===== config.mk =====
export PLATFORM = sky130hd
export DESIGN_NAME = rr_allocator
export DESIGN_NICKNAME = d
export VERILOG_FILES = /design/src/rtl/alloc_pkg.sv /design/src/rtl/rr_arbiter.sv /design/src/rtl/rr_allocator.sv
export SDC_FILE = /design/constraint.sdc
export NUM_CORES = 1
export LEC_CHECK = 0
export CAP_MARGIN = 20
export CORE_ASPECT_RATIO = 1.4
export CORE_MARGIN = 2
export CORE_UTILIZATION = 40
export CTS_CLUSTER_DIAMETER = 40
export DETAILED_ROUTE_END_ITERATION = 6
export PLACE_DENSITY_LB_ADDON = 0.25
export SYNTH_ARGS = -nofsm -noshare
export SYNTH_HDL_FRONTEND = slang
export SYNTH_SLANG_ARGS = --single-unit

===== constraint.sdc =====
create_clock -name i_clk -period 5.1 [get_ports i_clk]
set_clock_uncertainty 0.15 [all_clocks]
set_input_delay 0.765 -clock i_clk [delete_from_list [all_inputs] [get_ports i_clk]]
set_output_delay 0.765 -clock i_clk [all_outputs]
set_load 0.02 [all_outputs]

===== src/rtl/alloc_pkg.sv =====
// Shared types for the output-port allocator: phit type decode and FSM states.
// The phit type sits in the top TYPE_W bits of each input header.
package alloc_pkg;

    localparam int TYPE_W = 2;

    typedef enum logic [TYPE_W-1:0] {
        PH_IDLE    = 2'b00,
        PH_PAYLOAD = 2'b10,
        PH_HEAD    = 2'b11
    } phit_t;

    typedef enum logic {
        ST_IDLE = 1'b0,
        ST_BUSY = 1'b1
    } state_t;

    // Any code other than HEAD or PAYLOAD is treated as an idle phit.
    function automatic phit_t decode_type(input logic [TYPE_W-1:0] t);
        case (t)
            2'b11:   return PH_HEAD;
            2'b10:   return PH_PAYLOAD;
            default: return PH_IDLE;
        endcase
    endfunction

endpackage


===== src/rtl/rr_arbiter.sv =====
// Combinational round-robin picker: first requester at or cyclically after ptr_i.
// Produces the one-hot grant, its index and a valid flag.
module rr_arbiter #(
    parameter  int N  = 4,
    localparam int IW = (N > 1) ? $clog2(N) : 1
) (
    input  logic [N-1:0]  req_i,
    input  logic [IW-1:0] ptr_i,
    output logic [N-1:0]  gnt_o,
    output logic [IW-1:0] idx_o,
    output logic          valid_o
);

    int unsigned   cand;
    logic [IW-1:0] cand_idx;

    always_comb begin
        gnt_o    = '0;
        idx_o    = '0;
        valid_o  = 1'b0;
        cand     = 0;
        cand_idx = '0;
        for (int k = 0; k < N; k++) begin
            cand = int'(ptr_i) + k;
            if (cand >= N) begin
                cand = cand - N;
            end
            cand_idx = IW'(cand);
            if (!valid_o && req_i[cand_idx]) begin
                valid_o         = 1'b1;
                gnt_o[cand_idx] = 1'b1;
                idx_o           = cand_idx;
            end
        end
    end

endmodule


===== src/rtl/rr_allocator.sv =====
// Output-port allocator: grants one input at a time a whole packet (head + payload),
// round-robin among heads routed here, and cuts off packets longer than MAX_PKT_LEN.
module rr_allocator
    import alloc_pkg::*;
#(
    parameter  int N_IN        = 4,
    parameter  int PORT_BITS   = 2,
    parameter  int MAX_PKT_LEN = 8,
    localparam int OW          = $clog2(N_IN),
    localparam int LW          = $clog2(MAX_PKT_LEN + 1)
) (
    input  logic                                   i_clk,
    input  logic                                   i_rst_n,
    input  logic [PORT_BITS-1:0]                   i_this_port,
    input  logic [N_IN-1:0][PORT_BITS+TYPE_W-1:0]  i_hdr,
    output logic [N_IN-1:0]                        o_select,
    output logic                                   o_shift,
    output logic                                   o_busy,
    output logic [OW-1:0]                          o_owner,
    output logic                                   o_err
);

    localparam logic [LW-1:0] MAX_LEN  = LW'(MAX_PKT_LEN);
    localparam logic [OW-1:0] LAST_IDX = OW'(N_IN - 1);

    state_t          state_q, state_d;
    logic [OW-1:0]   owner_q, owner_d;
    logic [OW-1:0]   ptr_q,   ptr_d;
    logic [LW-1:0]   len_q,   len_d;
    logic            err_q,   err_d;

    phit_t           ph_type [N_IN];
    logic [N_IN-1:0] req;
    logic [N_IN-1:0] arb_gnt;
    logic [OW-1:0]   arb_idx;
    logic            arb_valid;
    phit_t           owner_type;
    logic            cont;
    logic            overrun;
    logic [N_IN-1:0] owner_onehot;

    for (genvar gi = 0; gi < N_IN; gi++) begin : g_req
        assign ph_type[gi] = decode_type(i_hdr[gi][PORT_BITS+TYPE_W-1:PORT_BITS]);
        assign req[gi]     = (ph_type[gi] == PH_HEAD) &&
                             (i_hdr[gi][PORT_BITS-1:0] == i_this_port);
    end

    // rr_ptr already points past the last owner, so its new head competes last.
    rr_arbiter #(
        .N (N_IN)
    ) u_arb (
        .req_i   (req),
        .ptr_i   (ptr_q),
        .gnt_o   (arb_gnt),
        .idx_o   (arb_idx),
        .valid_o (arb_valid)
    );

    assign owner_type   = ph_type[owner_q];
    assign owner_onehot = N_IN'(1) << owner_q;
    assign cont    = (state_q == ST_BUSY) && (owner_type == PH_PAYLOAD) && (len_q < MAX_LEN);
    assign overrun = (state_q == ST_BUSY) && (owner_type == PH_PAYLOAD) && (len_q == MAX_LEN);

    always_comb begin
        o_select = '0;
        o_shift  = 1'b0;
        if (i_rst_n) begin
            if (cont) begin
                o_select = owner_onehot;
            end else if (arb_valid) begin
                o_select = arb_gnt;
                o_shift  = 1'b1;
            end
        end
    end

    always_comb begin
        state_d = state_q;
        owner_d = owner_q;
        ptr_d   = ptr_q;
        len_d   = len_q;
        err_d   = overrun;
        if (cont) begin
            state_d = ST_BUSY;
            len_d   = len_q + LW'(1);
        end else if (arb_valid) begin
            state_d = ST_BUSY;
            owner_d = arb_idx;
            ptr_d   = (arb_idx == LAST_IDX) ? '0 : arb_idx + OW'(1);
            len_d   = LW'(1);
        end else begin
            state_d = ST_IDLE;
            owner_d = '0;
            len_d   = '0;
        end
    end

    always_ff @(posedge i_clk or negedge i_rst_n) begin
        if (!i_rst_n) begin
            state_q <= ST_IDLE;
            owner_q <= '0;
            ptr_q   <= '0;
            len_q   <= '0;
            err_q   <= 1'b0;
        end else begin
            state_q <= state_d;
            owner_q <= owner_d;
            ptr_q   <= ptr_d;
            len_q   <= len_d;
            err_q   <= err_d;
        end
    end

    assign o_busy  = (state_q == ST_BUSY);
    assign o_owner = owner_q;
    assign o_err   = err_q;

endmodule


# Word-level counts from Yosys, hierarchy flattened
# Index checks and enable logic that the tools add are counted.
word_totals:
  mem_bits_ro: 0
  ramBits: 0
  out_inout_bits: 9
  latch_bits: 0
  input_bits: 20
  n_memories: 0
  wordCells: 121
  reg_bits: 10
op_classes:
  div_mod_pow: 0
  n_addsub: 9
  n_shift: 1
  n_reduce_logical: 18
  n_mux: 50
  bitwise_logic: 5
  multipliers: 0
  eq_ne: 19
  order_cmp: 14
op_table:
  columns: ["operator", "count"]
  rows:
  - ["4-bit 2-to-1 mux", 8]
  - ["2-bit == test, second input constant", 14]
  - ["2-bit 2-to-1 mux", 12]
  - ["1-bit 2-to-1 mux", 17]
  - ["2-bit case mux with 2 select lines", 4]
  - ["1-bit logical AND", 14]
  - ["3-bit greater-or-equal comparator, second input constant", 4]
  - ["2-bit by 3-bit < comparator with 1-bit output, second input constant", 4]
  - ["4-bit bitwise OR", 3]
  - ["1-bit binary-select mux with 2-bit select", 4]
  - ["1-bit demux with 2-bit select", 4]
  - ["2-bit == test", 4]
  - ["2-bit by 1-bit greater-or-equal comparator with 1-bit output, second input constant", 4]
  - ["2-bit by 1-bit subtractor with 2-bit output, second input constant", 4]
  - ["2-bit by 2-bit adder with 3-bit output, second input constant", 2]
  - ["4-bit by 1-bit adder with 4-bit output, second input constant", 1]
  - ["2-bit binary-select mux with 2-bit select", 1]
  - ["4-bit == test, second input constant", 1]
  - ["4-bit < comparator, second input constant", 1]
  - ["1-bit by 2-bit left shift with 4-bit output, first input constant", 1]
  - ["2-bit by 1-bit adder with 3-bit output, second input constant", 1]
  - ["2-bit by 3-bit greater-or-equal comparator with 1-bit output, second input constant", 1]
  - ["1-bit zero test", 3]
  - ["2-bit NOT with 3-bit output", 1]
  - ["other kinds (3)", 3]

# Depth between registers and ports, before layout
# Gate-level depths: netlist (run 1).
depth:
  depth_word: 19
  ltp_mapped: 8
  ltp_nobuf: 7

# Hierarchy
# A second synthesis (run 1) with hierarchy kept.
hier_totals:
  hier_cells: 126
  hier_area_um2: 1139.8
by_module_without_submodules:
  columns: ["mod", "instances", "area_each_um2", "cells_each"]
  rows:
  - ["rr_allocator", 1, 718.2, 81]
  - ["rr_arbiter", 1, 421.7, 45]

# Worst setup path before layout (run 1)
# No wires, ideal clock.
synth_timing:
  path_type: "input port to output port"
  startpoint: "in i_hdr[9] (netlist name)"
  endpoint: "out o_select[2]"
  stages: 7
  arrival_time_ns: 2.732
  t_required_ns: 4.185
  path_slack_ns: 1.453
  path_buffers: 1
  path_cell_list: "xor2_1 -> or3_4 -> mux4_2 -> buf_2 -> a41oi_2 -> nand2_1 -> o22ai_1"
synth_between:
  elab_chain_len: 17
  word_cells_on_any_way: 30
  cone_classes: "eq/ne (1); mux (19); bitwise (3); reduce/logical (7)"
synth_lines:
  columns: ["element", "line_no", "rtl"]
  rows:
  - ["start: declaration", "rr_allocator.sv:15", "input logic [N_IN-1:0][PORT_BITS+TYPE_W-1:0] i_hdr,"]
  - ["2-bit == test (*)", "rr_allocator.sv:45", "(i_hdr[gi][PORT_BITS-1:0] == i_this_port);"]
  - ["1-bit logical AND (*)", "rr_allocator.sv:44", "assign req[gi] = (ph_type[gi] == PH_HEAD) &&"]
  - ["1-bit binary-select mux with 2-bit select", "rr_arbiter.sv:29", "if (!valid_o && req_i[cand_idx]) begin"]
  - ["1-bit 2-to-1 mux (implied by the code)", "rr_arbiter.sv:29", null]
  - ["1-bit 2-to-1 mux", "rr_arbiter.sv:29", null]
  - ["1-bit zero test", "rr_arbiter.sv:29", null]
  - ["1-bit logical AND", "rr_arbiter.sv:29", null]
  - ["1-bit 2-to-1 mux", "rr_arbiter.sv:29", null]
  - ["1-bit zero test", "rr_arbiter.sv:29", null]
  - ["1-bit logical AND", "rr_arbiter.sv:29", null]
  - ["1-bit 2-to-1 mux", "rr_arbiter.sv:29", null]
  - ["1-bit zero test", "rr_arbiter.sv:29", null]
  - ["1-bit logical AND", "rr_arbiter.sv:29", null]
  - ["4-bit 2-to-1 mux / 1-bit 2-to-1 mux (equally long branches)", "rr_arbiter.sv:29", null]
  - ["4-bit 2-to-1 mux (*)", "rr_allocator.sv:70", "end else if (arb_valid) begin"]
  - ["4-bit 2-to-1 mux (*)", "rr_allocator.sv:68", "if (cont) begin"]
  - ["4-bit 2-to-1 mux (*)", "rr_allocator.sv:67", "if (i_rst_n) begin"]
  - ["end: declaration", "rr_allocator.sv:16", "output logic [N_IN-1:0] o_select,"]
# Every way passes the cells marked *; elsewhere a longest branch is shown, timed or not. The select of a mux whose other input is x is not followed.

# Worst setup path after layout (run 1)
layout_timing:
  startpoint: "in i_this_port[0]"
  endpoint: "out o_select[1]"
layout_between:
  elab_chain_len: 17
  word_cells_on_any_way: 36
  cone_classes: "eq/ne (4); mux (19); bitwise (3); reduce/logical (10)"
layout_lines:
  columns: ["element", "line_no", "rtl"]
  rows:
  - ["start: declaration", "rr_allocator.sv:14", "input logic [PORT_BITS-1:0] i_this_port,"]
  - ["2-bit == test", "rr_allocator.sv:45", null]
  - ["1-bit logical AND", "rr_allocator.sv:44", null]
  - ["1-bit binary-select mux with 2-bit select", "rr_arbiter.sv:29", null]
  - ["1-bit 2-to-1 mux (implied by the code)", "rr_arbiter.sv:29", null]
  - ["1-bit 2-to-1 mux", "rr_arbiter.sv:29", null]
  - ["1-bit zero test", "rr_arbiter.sv:29", null]
  - ["1-bit logical AND", "rr_arbiter.sv:29", null]
  - ["1-bit 2-to-1 mux", "rr_arbiter.sv:29", null]
  - ["1-bit zero test", "rr_arbiter.sv:29", null]
  - ["1-bit logical AND", "rr_arbiter.sv:29", null]
  - ["1-bit 2-to-1 mux", "rr_arbiter.sv:29", null]
  - ["1-bit zero test", "rr_arbiter.sv:29", null]
  - ["1-bit logical AND", "rr_arbiter.sv:29", null]
  - ["4-bit 2-to-1 mux / 1-bit 2-to-1 mux (equally long branches)", "rr_arbiter.sv:29", null]
  - ["4-bit 2-to-1 mux (*)", "rr_allocator.sv:70", null]
  - ["4-bit 2-to-1 mux (*)", "rr_allocator.sv:68", null]
  - ["4-bit 2-to-1 mux (*)", "rr_allocator.sv:67", null]
# Marked as above.

==> results_dict.tcl, run 1 <==
set metrics [dict create \
    nets 205 \
    clock-sinks 10 \
    slew_violations 0 \
    crit_fanout 6 \
    gp_congestion 0.8244 \
    stdcell_area_um2 1619 \
    worstSetupPathType "in -> out" \
    hold_violations 0 \
    cpPeakStageDelay_ns 0.85 \
    seq_area_frac_synth_pct 20.20 \
    avgViaCountPerCell 5.743 \
    drc 0 \
    die-area_um2 3564 \
    power_density_nw_per_um2 388.9 \
    post_cts_buffers 0 \
    worst_setup_path_end_kind "output pin" \
    clockBufferDepth 2 \
    cts_max_level 1 \
    num_vias 1206 \
    synthFlopType "dfrtp_1" \
    vdd_drop_max_mv 0.1701 \
    cts_tree "built" \
    dp.cells 207 \
    clk_pin_slew_ns 0.04 \
    grt_pass1_wl_mm 5.285 \
    setup_viol 0 \
    avgSynthCellArea_um2 8.785 \
    drive_gt1_share_pct 12.72 \
    path_buf_inv 2 \
    clkLatencyLatePin_ns 0.24 \
    place_area_um2 1578 \
    wirelength_mm 3.087 \
    netlist_instances 141 \
    synth_fp_nets 171 \
    status "completed" \
    min_period_ns 4.774 \
    overflow 0 \
    grt_max_degree 17 \
    post_drt_wl_per_cell_um 14.70 \
    maxCapViolations 0 \
    antenna_found_initial 0 \
    ys_ff_latch 10 \
    cts_resized 0 \
    synthArstFlopShare_pct 100.0 \
    dieWidth_um 51.03 \
    fin_crit_sh_pct 93.62 \
    yosysWarnings 0 \
    tightest_slew_ns 1.001 \
    drt_iter0_markers 33 \
    first_pass_iters 4 \
    die_h_um 69.85 \
    relSlewSlack_pct 32.67 \
    rsz0062_at_grt "no" \
    cp_data_required_time_ns 4.18 \
    max_freq_ghz 0.2094 \
    io_pins 29 \
    cp_slowest_cell "nor4_1" \
    worst_hold_path_type "reg -> reg" \
    crit_family "simple AND/OR/NAND/NOR gates" \
    fin_tns_setup_ns 0 \
    crit_chain "clkdlybuf4s50_1 -> xor2_1 -> nor4_1 -> nor4_1 -> a41oi_2 -> nand2_1 -> o32ai_1 -> clkdlybuf4s50_1" \
    numCtsBuffers 3 \
    synth-edff-count 0 \
    dp_hpwl_mm 2.486 \
    place_ws_ns 0.3220 \
    start_util_pct 42.62 \
    cts_root_buffer "clkbuf_8" \
    arrival_ns 3.86 \
    synthesis.area_um2 1239 \
    cp-start-kind "primary input" \
    p_leak_uw 0.0006636 \
    core_um2 2907 \
    track_usage_pct 19.42 \
    row_count 23 \
    ant_nets 0 \
    grt_pass1_vias 1162 \
    ctsHoldBuffers 0 \
    area_delta_synth_final_pct 30.71 \
    antenna_cells 0 \
    yosysUniqueCellTypes 41 \
    instances_no_fill 210 \
    port-buffer-count 28 \
    layout_setup_ws_ns 0.3256 \
]
-- stage by stage --
stage	util (%)	hold slack (ns)	power [uW]
floorplan	-	0.2995	429.5
global placement	54.28	0.3337	540.6
detailed placement	54.28	0.3434	547.8
CTS	55.70	0.3526	632.6
global route	55.70	0.3821	689.2
finish	55.70	0.3450	629.6
-- registers in the layout (all words and copies together) (netlist names) --
register	flops
ptr_q	2
o_owner	2
o_busy	1
o_err	1
len_q	4
-- worst reg2reg max path, delay by kind of cell (launching register included) --
family | cells | cell delay, ns
compound gates | 3 | 0.71
flops | 1 | 0.64
mux | 1 | 0.48
fa+ha+maj | 1 | 0.46
buf+inv | 1 | 0.24
-- cells in the mapped netlist, types with 2 or more instances --
master | number | area [um2]
mux4_2 | 4 | 90.09
xor2_1 | 8 | 70.07
nor4_1 | 6 | 37.54
dfrtp_1 | 10 | 250.2
inv_1 | 16 | 60.06
o22ai_1 | 2 | 12.51
nor2_1 | 14 | 52.55
nand2_1 | 11 | 41.29
o41ai_1 | 5 | 43.79
nand2b_1 | 6 | 37.54
or3_1 | 3 | 18.77
o32ai_1 | 2 | 17.52
mux2i_1 | 5 | 50.05
a221oi_2 | 2 | 30.03
nor3_1 | 4 | 20.02
a221oi_1 | 4 | 35.03
or3_4 | 2 | 22.52
buf_2 | 2 | 10.01
o2bb2ai_1 | 2 | 17.52
ha_1 | 10 | 125.1
a21oi_1 | 3 | 15.01
-- cells in the final DEF (no fill, tap or decap), types with 2 or more instances in the layout --
master and count:
a21oi_1 3, a221oi_1 4, a221oi_2 2, buf_4 5
clkbuf_8 3, clkdlybuf4s50_1 28, dfrtp_1 10, ha_1 10
inv_1 16, mux2i_1 5, mux4_2 4, nand2_1 11
nand2b_1 6, nor2_1 14, nor3_1 4, nor4_1 6
o22ai_1 2, o2bb2ai_1 2, o32ai_1 2, o41ai_1 5
or3_1 3, or3_4 2, xor2_1 8
-- power breakdown --
part | switching (uW) | internal (uW) | total [uW]
combinational | 219 | 186 | 405
sequential | 39.8 | 103 | 143
clock | 29.7 | 51.6 | 81.3
-- final cells by class --
type / instances / area, um2
tap: 37 / 46.29
inverter: 16 / 60.06
sequential: 10 / 250.2
multi-input combinational: 111 / 903.4
clock buffer: 3 / 41.29
fill: 277 / 1287
timing repair buffer: 33 / 317.8
-- worst paths after layout --
check | startpoint | endpoint | slack [ns] | cells past startpoint
max | i_this_port[0] | o_select[1] | 0.33 | 8
min | len_q[2] | o_err | 0.35 | 1
max reg2reg | ptr_q[1] | ptr_q[1] | 2.33 | 6
min reg2reg | len_q[2] | o_err | 0.35 | 1
max in group asynchronous | i_rst_n | len_q[2] | 3.72 | 1
min in group asynchronous | i_rst_n | ptr_q[1] | 0.73 | 1
-- routing by layer --
| metal | wire [um] | track usage, % |
|---|---|---|
| met1 | 1280 | 23.96 |
| met2 | 1604 | 31.60 |
| met3 | 112 | 3.017 |
| met4 | 89 | 10.21 |
| met5 | 0 | 0 |
-- logic make-up after synthesis --
| family | share of synthesized area [%] |
|---|---|
| DFF | 20.20 |
| adders and majority gates | 10.10 |
| AOI/OAI and AO/OA | 20.51 |
| xor gates and xnor gates | 6.364 |
| buffers and inverters | 6.869 |
| and+or+nand+nor | 23.74 |
| muxes | 12.22 |
No activity file was read; power rests on OpenSTA's default activity.
==> run 2: changes to the inputs <==
- ABC_AREA: default -> 0
==> results of run 2 <==
Final layout, timing and power as in run 1 (identical DEF).
==> run 3: changes to the inputs <==
- SKIP_CTS_REPAIR_TIMING: default -> 1
==> results of run 3 <==
Final layout, timing and power as in run 1 (identical DEF).
